--- src/rtl/mem_burst_master.sv ---
// Burst initiator for a single-port memory with 1-cycle registered read; streams beats over valid/ready.
// Define MEM_MASTER_ERR_EN to reject bursts that would run past the top address (err pulse, no execution).
module mem_burst_master #(
  parameter int ADDR_WIDTH = 6,
  parameter int DATA_WIDTH = 16
) (
  input  logic                  clk,
  input  logic                  rst,
  input  logic                  cmd_valid,
  output logic                  cmd_ready,
  input  logic                  cmd_we,
  input  logic [ADDR_WIDTH-1:0] cmd_addr,
  input  logic [ADDR_WIDTH-1:0] cmd_len,
  input  logic                  wdata_valid,
  output logic                  wdata_ready,
  input  logic [DATA_WIDTH-1:0] wdata,
  output logic                  rdata_valid,
  input  logic                  rdata_ready,
  output logic [DATA_WIDTH-1:0] rdata,
  output logic                  busy,
  output logic                  done,
  output logic                  err,
  output logic                  mem_we,
  output logic [ADDR_WIDTH-1:0] mem_addr,
  output logic [DATA_WIDTH-1:0] mem_data,
  input  logic [DATA_WIDTH-1:0] mem_out
);

  localparam logic [1:0] S_IDLE  = 2'd0;
  localparam logic [1:0] S_WRITE = 2'd1;
  localparam logic [1:0] S_READ  = 2'd2;
  localparam logic [1:0] S_DRAIN = 2'd3;

  localparam logic [ADDR_WIDTH-1:0] ADDR_ONE = {{(ADDR_WIDTH-1){1'b0}}, 1'b1};

  logic [1:0]            state;
  logic [ADDR_WIDTH-1:0] addr;
  logic [ADDR_WIDTH-1:0] count;
  logic                  done_q;

  logic                  vld_p1;
  logic                  out_vld_p2;
  logic [DATA_WIDTH-1:0] out_data_p2;
  logic                  skid_vld_p2;
  logic [DATA_WIDTH-1:0] skid_data_p2;

  logic                  cmd_fire;
  logic                  wr_fire;
  logic                  rd_pop;
  logic                  rd_issue;
  logic                  out_hold;
  logic                  last_beat;
  logic                  reject;
  logic [1:0]            occupancy;

  assign cmd_ready   = (state == S_IDLE) && !rst;
  assign cmd_fire    = cmd_valid && cmd_ready;
  assign wdata_ready = (state == S_WRITE) && !rst;
  assign wr_fire     = wdata_valid && wdata_ready;

  assign mem_we   = wr_fire;
  assign mem_addr = addr;
  assign mem_data = (state == S_WRITE) ? wdata : '0;

  assign busy      = (state != S_IDLE);
  assign done      = done_q;
  assign last_beat = (count == '0);

  // Reads in flight plus words held; a word popped this cycle frees its slot immediately.
  assign occupancy = {1'b0, vld_p1} + {1'b0, out_vld_p2} + {1'b0, skid_vld_p2};
  assign rd_pop    = out_vld_p2 && rdata_ready;
  assign out_hold  = out_vld_p2 && !rd_pop;
  assign rd_issue  = (state == S_READ) &&
                     ((occupancy < 2'd2) || ((occupancy == 2'd2) && rd_pop));

`ifdef MEM_MASTER_ERR_EN
  function automatic logic crosses_top(input logic [ADDR_WIDTH-1:0] a,
                                       input logic [ADDR_WIDTH-1:0] l);
    logic [ADDR_WIDTH:0] last_addr;
    last_addr = {1'b0, a} + {1'b0, l};
    return last_addr[ADDR_WIDTH];
  endfunction

  logic err_q;

  assign reject = crosses_top(cmd_addr, cmd_len);
  assign err    = err_q;

  always_ff @(posedge clk) begin
    if (rst) err_q <= 1'b0;
    else     err_q <= cmd_fire && reject;
  end
`else
  assign reject = 1'b0;
  assign err    = 1'b0;
`endif

  always_ff @(posedge clk) begin
    if (rst) begin
      state  <= S_IDLE;
      addr   <= '0;
      count  <= '0;
      done_q <= 1'b0;
    end else begin
      done_q <= 1'b0;
      case (state)
        S_IDLE: begin
          if (cmd_fire && !reject) begin
            addr  <= cmd_addr;
            count <= cmd_len;
            state <= cmd_we ? S_WRITE : S_READ;
          end
        end
        S_WRITE: begin
          if (wr_fire) begin
            addr <= addr + ADDR_ONE;
            if (last_beat) begin
              state  <= S_IDLE;
              done_q <= 1'b1;
            end else begin
              count <= count - ADDR_ONE;
            end
          end
        end
        S_READ: begin
          if (rd_issue) begin
            addr <= addr + ADDR_ONE;
            if (last_beat) state <= S_DRAIN;
            else           count <= count - ADDR_ONE;
          end
        end
        S_DRAIN: begin
          if (!vld_p1 && !out_vld_p2 && !skid_vld_p2) begin
            state  <= S_IDLE;
            done_q <= 1'b1;
          end
        end
        default: state <= S_IDLE;
      endcase
    end
  end

  // Stage p1: address issued last cycle, its word is on mem_out now
  always_ff @(posedge clk) begin
    if (rst) vld_p1 <= 1'b0;
    else     vld_p1 <= rd_issue;
  end

  // Stage p2: presented word plus one skid entry absorbing backpressure
  always_ff @(posedge clk) begin
    if (rst) begin
      out_vld_p2  <= 1'b0;
      skid_vld_p2 <= 1'b0;
    end else if (out_hold) begin
      if (vld_p1) skid_vld_p2 <= 1'b1;
    end else if (skid_vld_p2) begin
      out_vld_p2  <= 1'b1;
      skid_vld_p2 <= vld_p1;
    end else begin
      out_vld_p2 <= vld_p1;
    end
  end

  always_ff @(posedge clk) begin
    if (rst) begin
      out_data_p2 <= '0;
    end else if (!out_hold) begin
      if (skid_vld_p2)  out_data_p2 <= skid_data_p2;
      else if (vld_p1)  out_data_p2 <= mem_out;
    end
  end

  always_ff @(posedge clk) begin
    if (vld_p1 && (out_hold || skid_vld_p2)) skid_data_p2 <= mem_out;
  end

  assign rdata_valid = out_vld_p2;
  assign rdata       = out_data_p2;

endmodule
--- config.mk ---
export PLATFORM = sky130hd
export DESIGN_NAME = mem_burst_master
export DESIGN_NICKNAME = d
export VERILOG_FILES = /design/src/rtl/mem_burst_master.sv
export SDC_FILE = /design/constraint.sdc
export NUM_CORES = 1
export LEC_CHECK = 0
export CAP_MARGIN = 20
export CORE_MARGIN = 1
export CORE_UTILIZATION = 45
export CTS_BUF_LIST = sky130_fd_sc_hd__clkbuf_8 sky130_fd_sc_hd__clkbuf_16
export DETAILED_ROUTE_END_ITERATION = 8
export PLACE_DENSITY = 0.91
export SLEW_MARGIN = 20
export SYNTH_ARGS = -nofsm -noshare
export SYNTH_HDL_FRONTEND = slang
export SYNTH_SLANG_ARGS = --single-unit
--- constraint.sdc ---
create_clock -name clk -period 3.4 [get_ports clk]
set_input_delay 0.51 -clock clk [delete_from_list [all_inputs] [get_ports clk]]
set_output_delay 0.51 -clock clk [all_outputs]
set_load 0.005 [all_outputs]
# After elaboration in Yosys (flattened, before gate mapping)
# Cells that the tools add are included.
# Widths: inputs -> output; s select.
[word_totals]
regBits = 50
in_bits = 50
out_inout_bits = 45
elab_cells = 80
[classes]
addsub = 4
magnitude_cmp = 1
n_eq_ne = 11
mux = 28
n_bitwise = 1
reduce_logical = 26
[ops]
columns = ["op", "count"]
rows = [
  ["$mux 16", 3],
  ["$mux 6", 7],
  ["$pmux 6 s3", 2],
  ["$mux 2", 7],
  ["$ne 2x2->1 const B", 7],
  ["$logic_and 1x1->1", 11],
  ["$pmux 2 s4", 1],
  ["$mux 1", 7],
  ["$add 6x1->6 const B", 1],
  ["$eq 2x2->1 const B", 3],
  ["$logic_not 6->1", 1],
  ["$reduce_and 6->1", 1],
  ["$sub 6x1->6 const B", 1],
  ["$logic_not 1->1", 5],
  ["$reduce_and 4->1", 1],
  ["$reduce_bool 2->1", 2],
  ["$reduce_bool 3->1", 1],
  ["$add 1x1->2", 1],
  ["$add 2x1->2", 1],
  ["$eq 2x1->1 const B", 1],
  ["$logic_not 2->1", 1],
  ["$logic_or 1x1->1", 2],
  ["$lt 2x2->1 const B", 1],
  ["$pmux 1 s2", 1],
  ["2 further kinds", 2],
]

# Logic depth before layout (Yosys ltp)
# Gate-level depths: netlist of run 1.
[depth]
ltp_word = 8
mapped_depth = 9
ltp_nobuf = 6

# Worst setup path before layout of run 1
# OpenSTA, ideal clock, no wires.
[synth_path]
path_type = "reg-to-reg"
from = "register skid_vld_p2"
to = "register addr[0], in the netlist mem_addr[0]"
setup_ns = 0.088
arrival_time_ns = 2.437
t_required_ns = 3.312
slack_ns = 0.874
stages_incl_launch_ff = 10
path_buffers = 3
synth_period_minus_slack_ns = 2.526
cell_sequence = "dfxtp_1 -> buf_2 -> buf_2 -> inv_1 -> fa_1 -> nand3_1 -> a222oi_1 -> buf_4 -> a31oi_1 -> a311oi_2"
[synth_between]
elab_chain_cells = 7
elab_cells_between_ends = 8
classes_between = "add/sub (1); order compare (1); eq/ne (2); reduce/logical (4)"
[synth_rtl]
columns = ["element", "line_no", "text"]
rows = [
  ["from (decl)", "44", "logic skid_vld_p2;"],
  ["from (signal assigned)", "158", "skid_vld_p2 <= vld_p1;"],
  ["$add 2x1->2 (*)", "70", "assign occupancy = {1'b0, vld_p1} + {1'b0, out_vld_p2} + {1'b0, skid_vld_p2};"],
  ["$eq 2x2->1", "74", "((occupancy < 2'd2) || ((occupancy == 2'd2) && rd_pop));"],
  ["$logic_and 1x1->1", "74", ""],
  ["$logic_or 1x1->1 (*)", "74", ""],
  ["$logic_and 1x1->1 (*)", "73", "assign rd_issue = (state == S_READ) &&"],
  ["$ne 2x2->1 (no line) (*)", "--", ""],
  ["$reduce_and 4->1 (no line) (*)", "--", ""],
  ["to (signal assigned)", "109", "addr <= cmd_addr;"],
  ["to (signal assigned)", "116", "addr <= addr + ADDR_ONE;"],
  ["to (signal assigned)", "127", "addr <= addr + ADDR_ONE;"],
  ["to (decl)", "37", "logic [ADDR_WIDTH-1:0] addr;"],
]
# Every way passes the cells marked *; elsewhere a longest branch is shown, timed or not.
# A chain may end at the register's enable or synchronous reset.

# Final worst setup path of run 1
[layout_path]
from = "input rst"
to = "output mem_we"
[layout_between]
elab_chain_cells = 3
[layout_rtl]
columns = ["element", "line_no", "text"]
rows = [
  ["from (decl)", "8", "input logic rst,"],
  ["$logic_not 1->1", "58", "assign wdata_ready = (state == S_WRITE) && !rst;"],
  ["$logic_and 1x1->1", "58", ""],
  ["$logic_and 1x1->1", "59", "assign wr_fire = wdata_valid && wdata_ready;"],
  ["to (decl)", "23", "output logic mem_we,"],
]
# Every way passes these cells.

==> impl_metrics.tcl, run 1 <==
set metrics [dict create \
    cpPeakStageDelay_ns 0.69 \
    yosysUniqueCellTypes 43 \
    power.leakage_uw 0.00128 \
    finClkSkew_ns 0.00855 \
    synth_top_area_frac 0.262 \
    ys_ff_latch 50 \
    clockBufferDepth 2 \
    async_flop_share 0 \
    period_minus_slack_ns 2.65 \
    crit_path_max_fanout 15 \
    crit_path_frequent_cell "clkdlybuf4s50_1" \
    syn2layout_area_growth_pct 41.5 \
    chipWidth_um 78.0 \
    cts_sinks 50 \
    grt_pass1_wl_um 10400 \
    rsz0062_at_grt "false" \
    avgRoutedWirePerCell_um 14.8 \
    synth_edf_count 16 \
    via_per_inst 5.47 \
    rr_worst_depth 6 \
    firstDrtPassIters 4 \
    multi_input_area_um2 1310 \
    power_density_nw_per_um2 620 \
    synth_top_area_cell "dfxtp_1" \
    max_freq_mhz 377 \
    critPathKind "in2out" \
    crit_path_end_kind "output port" \
    ys_seq_area_frac 0.447 \
    cp.required_ns 2.89 \
    drtIter0Drc 110 \
    ir_drop_uv 408 \
    hold_violations 0 \
    startpoint_type "input pin" \
    status "finished, final reports clean" \
    layout-drive-gt1-share 0.0805 \
    ant_nets 0 \
    start_util 0.469 \
    r2r_start "state[0]" \
    worstPathArrival_ns 2.14 \
    grt_pass1_vias 2285 \
    cp_num_buf_inv 2 \
    seq_area_um2 1160 \
    setup_viol 0 \
    hold_class "reg2reg" \
    cp_top_family "buffers and inverters" \
    die_h_um 78.0 \
    r2r-end "mem_addr[5]" \
    synth_fp_nets 320 \
    gp_congestion 0.814 \
    slew_viol_final 0 \
    port_buffers 93 \
    hold_buffers 0 \
    crit_cells 4 \
    syn_avg_cell_area_um2 10.0 \
    synth_ff_type "dfxtp_1" \
    syn_inst 259 \
    diodes 0 \
    cp-startpoint "rst" \
    critPathSlowestCell "clkdlybuf4s50_1" \
    rows 27 \
    cts_tree "yes" \
    tns_ns 0 \
    cts.clk_slew.worst_paths_ns 0.10 \
    dieArea_um2 6080 \
    yosys_warnings 0 \
    cts-root-buf "clkbuf_8" \
    vias 2299 \
    cts_setup_buffers 0 \
    nNetsFinal 408 \
    cts_resized 0 \
    cts_buffers 5 \
    h-tree-depth 2 \
    slew_headroom 0.632 \
    fin_crit_sh 0.779 \
    grt_max_degree 33 \
    synth_area_leaders "dfxtp_1 26%, edfxtp_1 18%, mux2i_1 6.5%" \
    wl_um 6230 \
    regToRegSetupSlack_ns 1.12 \
    final_util 0.664 \
    drc 0 \
    critical_path.cell_chain "clkdlybuf4s50_1, nor2b_1, and2_1, clkdlybuf4s50_1" \
    worstSkewPairLatency_ns 0.30 \
    hold_depth 2 \
    cap_violations 0 \
    grtUsageTotal 0.217 \
    core_um2 5540 \
    antenna_found_initial 0 \
    overflow 0 \
    io_pins 95 \
    fillCellCount 445 \
    worstMarginPinSlew_ns 0.547 \
    dp_hpwl_um 4620 \
    synth_area_um2 2600 \
    cp-endpoint "mem_we" \
]
[per-stage QoR]
step	hold WS, ns	setup WS [ns]	instance area, um2	total power (uW)	std cells
after detailed placement	0.493	0.724	3580	1920	412
final	0.507	0.751	3680	2280	420
after global placement	0.488	0.809	3580	1870	412
after CTS	0.507	0.756	3680	2290	420
after global routing	0.530	0.576	3680	2440	420
after floorplan	0.482	0.874	2600	1490	259
[registers in the layout (all words and copies together), names as in the netlist]
| name | flops |
|---|---|
| count | 6 |
| done | 1 |
| mem_addr | 6 |
| rdata | 16 |
| rdata_valid | 1 |
| skid_data_p2 | 16 |
| skid_vld_p2 | 1 |
| state | 2 |
| vld_p1 | 1 |
[worst register-to-register path: cells and delay by family, from the launching register on]
family,cells,cell delay [ns]
and+or+nand+nor,1,0.39
buffers and inverters,2,0.48
DFF,1,0.42
AOI/OAI and AO/OA,2,0.30
adders and majority gates,1,0.62
[worst min path at each step]
stage,start,end,slack [ns]
3_5_place_dp,rdata[0],rdata[0],0.49
2_1_floorplan,count[5],count[5],0.48
4_1_cts,rdata[0],rdata[0],0.51
6_report,rdata[12],rdata[12],0.51
3_3_place_gp,rdata[3],rdata[3],0.49
5_1_grt,rdata[8],rdata[8],0.53
[report_power, final]
group | switching, uW | internal (uW) | total [uW]
Clock | 218 | 153 | 371
Combinational | 537 | 557 | 1090
Sequential | 93.2 | 721 | 815
Total | 848 | 1430 | 2280
[layout make-up]
class,instances,share of cell area
Clock inverter,3,0.00783
Timing Repair Buffer,98,0.263
Sequential cell,50,0.316
Inverter,13,0.0133
Clock buffer,5,0.0187
Tap cell,72,0.0245
Multi-Input combinational cell,179,0.356
[routing by layer]
metal,track usage,share of wire
met5,0,0
met4,0.102,0.021
met3,0.0541,0.063
met2,0.376,0.50
met1,0.251,0.42
[cells in the mapped netlist, types with 8 or more instances]
cell,number
dfxtp_1,34
ha_1,10
nand2b_1,12
edfxtp_1,16
inv_1,13
nand2_1,9
a21oi_1,13
and2_1,18
a211oi_1,17
clkbuf_1,11
mux2i_1,17
nor2_1,22
and3_1,8
[kinds of logic after synthesis]
logic type               synth area share
AND/OR/NAND/NOR                     0.191
AO/OA/AOI/OAI                       0.188
flip-flops                          0.447
buffers and inverters              0.0515
multiplexers                       0.0655
adder cells (fa/ha/maj)            0.0559
other                             0.00144
[cell usage in the layout (no fill, tap or decap), types with 6 or more instances in the layout]
cell type	synthesis	layout
and2_1	18	18
nand3_1	6	6
nand2_1	9	9
a211oi_1	17	17
edfxtp_1	16	16
and3_1	8	8
ha_1	10	10
a21oi_1	13	12
mux2i_1	17	17
nand2b_1	12	12
clkdlybuf4s50_1	0	93
nor2_1	22	21
o32ai_2	7	7
inv_1	13	13
dfxtp_1	34	34
No activity file was read; power rests on OpenSTA's default activity.
==> inputs of run 2 (changes only) <==
Clock period 3.4 ns to 2.7 ns, I/O delays scaled along.
==> run 2 against run 1 <==
Total power rose by 29%. Die area did not move. First-iteration DRC count fell by 10%. Critical path type is now reg2out. Largest power group unchanged.
==> impl_metrics.tcl, run 2 (synthesized netlist as in run 1, its figures left out) <==
set metrics [dict create \
    p_sw_uw 1050 \
    drc 0 \
    critPathKind "reg2out" \
    rows 27 \
    final_cell_mix "93 x clkdlybuf4s50_1, 34 x dfxtp_1, 21 x nor2_1" \
    hold_class "reg2reg" \
    wl_um 6430 \
    start_util 0.469 \
    crit_path_end_kind "output port" \
    dieArea_um2 6080 \
    ir_drop_uv 518 \
    core_um2 5540 \
    period_minus_slack_ns 2.46 \
    via_per_inst 5.44 \
    slew_headroom 0.665 \
    chipWidth_um 78.0 \
    grt_pass1_vias 2196 \
    clockBufferDepth 2 \
    layout-drive-gt1-share 0.0802 \
    hold_buffers 0 \
    io_pins 95 \
    grt_pass1_wl_um 10300 \
    cts.clk_slew.worst_paths_ns 0.09 \
    pwr-share-comb 0.475 \
    seq_area_um2 1160 \
    avgRoutedWirePerCell_um 15.2 \
    startpoint_type "register" \
    multi_input_area_um2 1310 \
    crit_path_max_fanout 19 \
    worstPathArrival_ns 2.06 \
    rsz0062_at_grt "false" \
    cp.required_ns 2.30 \
    overflow 0 \
    cts_sinks 50 \
    cts_tree "yes" \
    fin_total_pwr_uw 2950 \
    setup_viol 0 \
    hold_violations 0 \
    slew_viol_final 0 \
    p_clk_frac 0.177 \
    cts_setup_buffers 0 \
    fin_crit_sh 0.912 \
    max_freq_mhz 406 \
    power_density_nw_per_um2 796 \
    worstSkewPairLatency_ns 0.30 \
    power.internal_uw 1900 \
    grt_max_degree 42 \
    cts_buffers 5 \
    ant_nets 0 \
    status "finished, final reports clean" \
    syn2layout_area_growth_pct 42.4 \
    antenna_found_initial 1 \
    cts_resized 0 \
    worstMarginPinSlew_ns 0.499 \
    cts-root-buf "clkbuf_8" \
    dp_hpwl_um 4630 \
    tns_ns 0 \
    drtIter0Drc 99 \
    swShare 0.356 \
    cap_violations 0 \
    seq_power_share 0.348 \
    power.leakage_uw 0.00129 \
    firstDrtPassIters 5 \
    grtUsageTotal 0.214 \
    vias 2296 \
    nNetsFinal 409 \
    finClkSkew_ns 0.00679 \
    port_buffers 93 \
    h-tree-depth 2 \
    gp_congestion 0.825 \
    fillCellCount 448 \
    die_h_um 78.0 \
    final_common_cell "clkdlybuf4s50_1" \
]
run 2: changes by cell type in the layout (fill, tap and decap cells not counted), sizes merged:
| cell | change |
|---|---|
| buf | +1 |
| diode | +1 |
| bufinv | +1 |
| clkinv | -1 |
run 2: area by class of cell:
class / instances / area share
Antenna cell: 1 / 0.000676
Clock buffer: 5 / 0.0186
Timing Repair Buffer: 99 / 0.264
Tap cell: 72 / 0.0243
Sequential cell: 50 / 0.314
Multi-Input combinational cell: 179 / 0.354
Inverter: 13 / 0.0132
Clock inverter: 3 / 0.0115
run 2: through the flow:
| stage | worst slack [ns] | cell area (um2) | cells | util | hold slack [ns] |
|---|---|---|---|---|---|
| 2_1_floorplan | 0.174 | 2600 | 259 | - | 0.482 |
| 3_3_place_gp | 0.597 | 3590 | 413 | 0.647 | 0.488 |
| 3_5_place_dp | 0.508 | 3590 | 413 | 0.647 | 0.495 |
| 4_1_cts | 0.214 | 3700 | 421 | 0.667 | 0.509 |
| 5_1_grt | 0.0568 | 3700 | 421 | 0.667 | 0.534 |
| 6_report | 0.237 | 3700 | 422 | 0.668 | 0.502 |
run 2: power by group through the flow:
stage | logic, uW | registers (uW) | clock network [uW]
3_3_place_gp | 1330 | 1030 | 0
3_5_place_dp | 1390 | 1040 | 0
6_report | 1400 | 1030 | 520
5_1_grt | 1530 | 1040 | 562
4_1_cts | 1400 | 1020 | 534
2_1_floorplan | 850 | 1030 | 0
run 2: path summary, 6_finish.rpt:
path,slack (ns),to,cells after the start,startpoint
worst min-delay path,0.50,rdata[8],2,rdata[8]
worst max register to register,0.48,count[3],7,rdata_valid
worst max-delay path,0.24,mem_we,5,state[1]
worst min register to register,0.50,rdata[8],2,rdata[8]
run 2: critical path, cell delays in order, from the launching register on:
cell,delay [ns]
dfxtp_1,0.34
inv_1,0.11
ha_1,0.44
nor2b_1,0.21
and2_1,0.16
clkdlybuf4s50_1,0.51
run 2: metal layers:
| metal | GRT usage | part of all wire | up-vias |
|---|---|---|---|
| li1 | - | - | 1116 |
| met1 | 0.251 | 0.41 | 1079 |
| met2 | 0.381 | 0.50 | 90 |
| met3 | 0.0482 | 0.067 | 11 |
| met4 | 0.0778 | 0.017 | 0 |
| met5 | 0 | 0 | - |
==> inputs of run 3 (changes only) <==
Settings changed: SLEW_MARGIN 20 to 10.
==> results of run 3 <==
Final layout, timing and power as in run 2 (identical DEF).
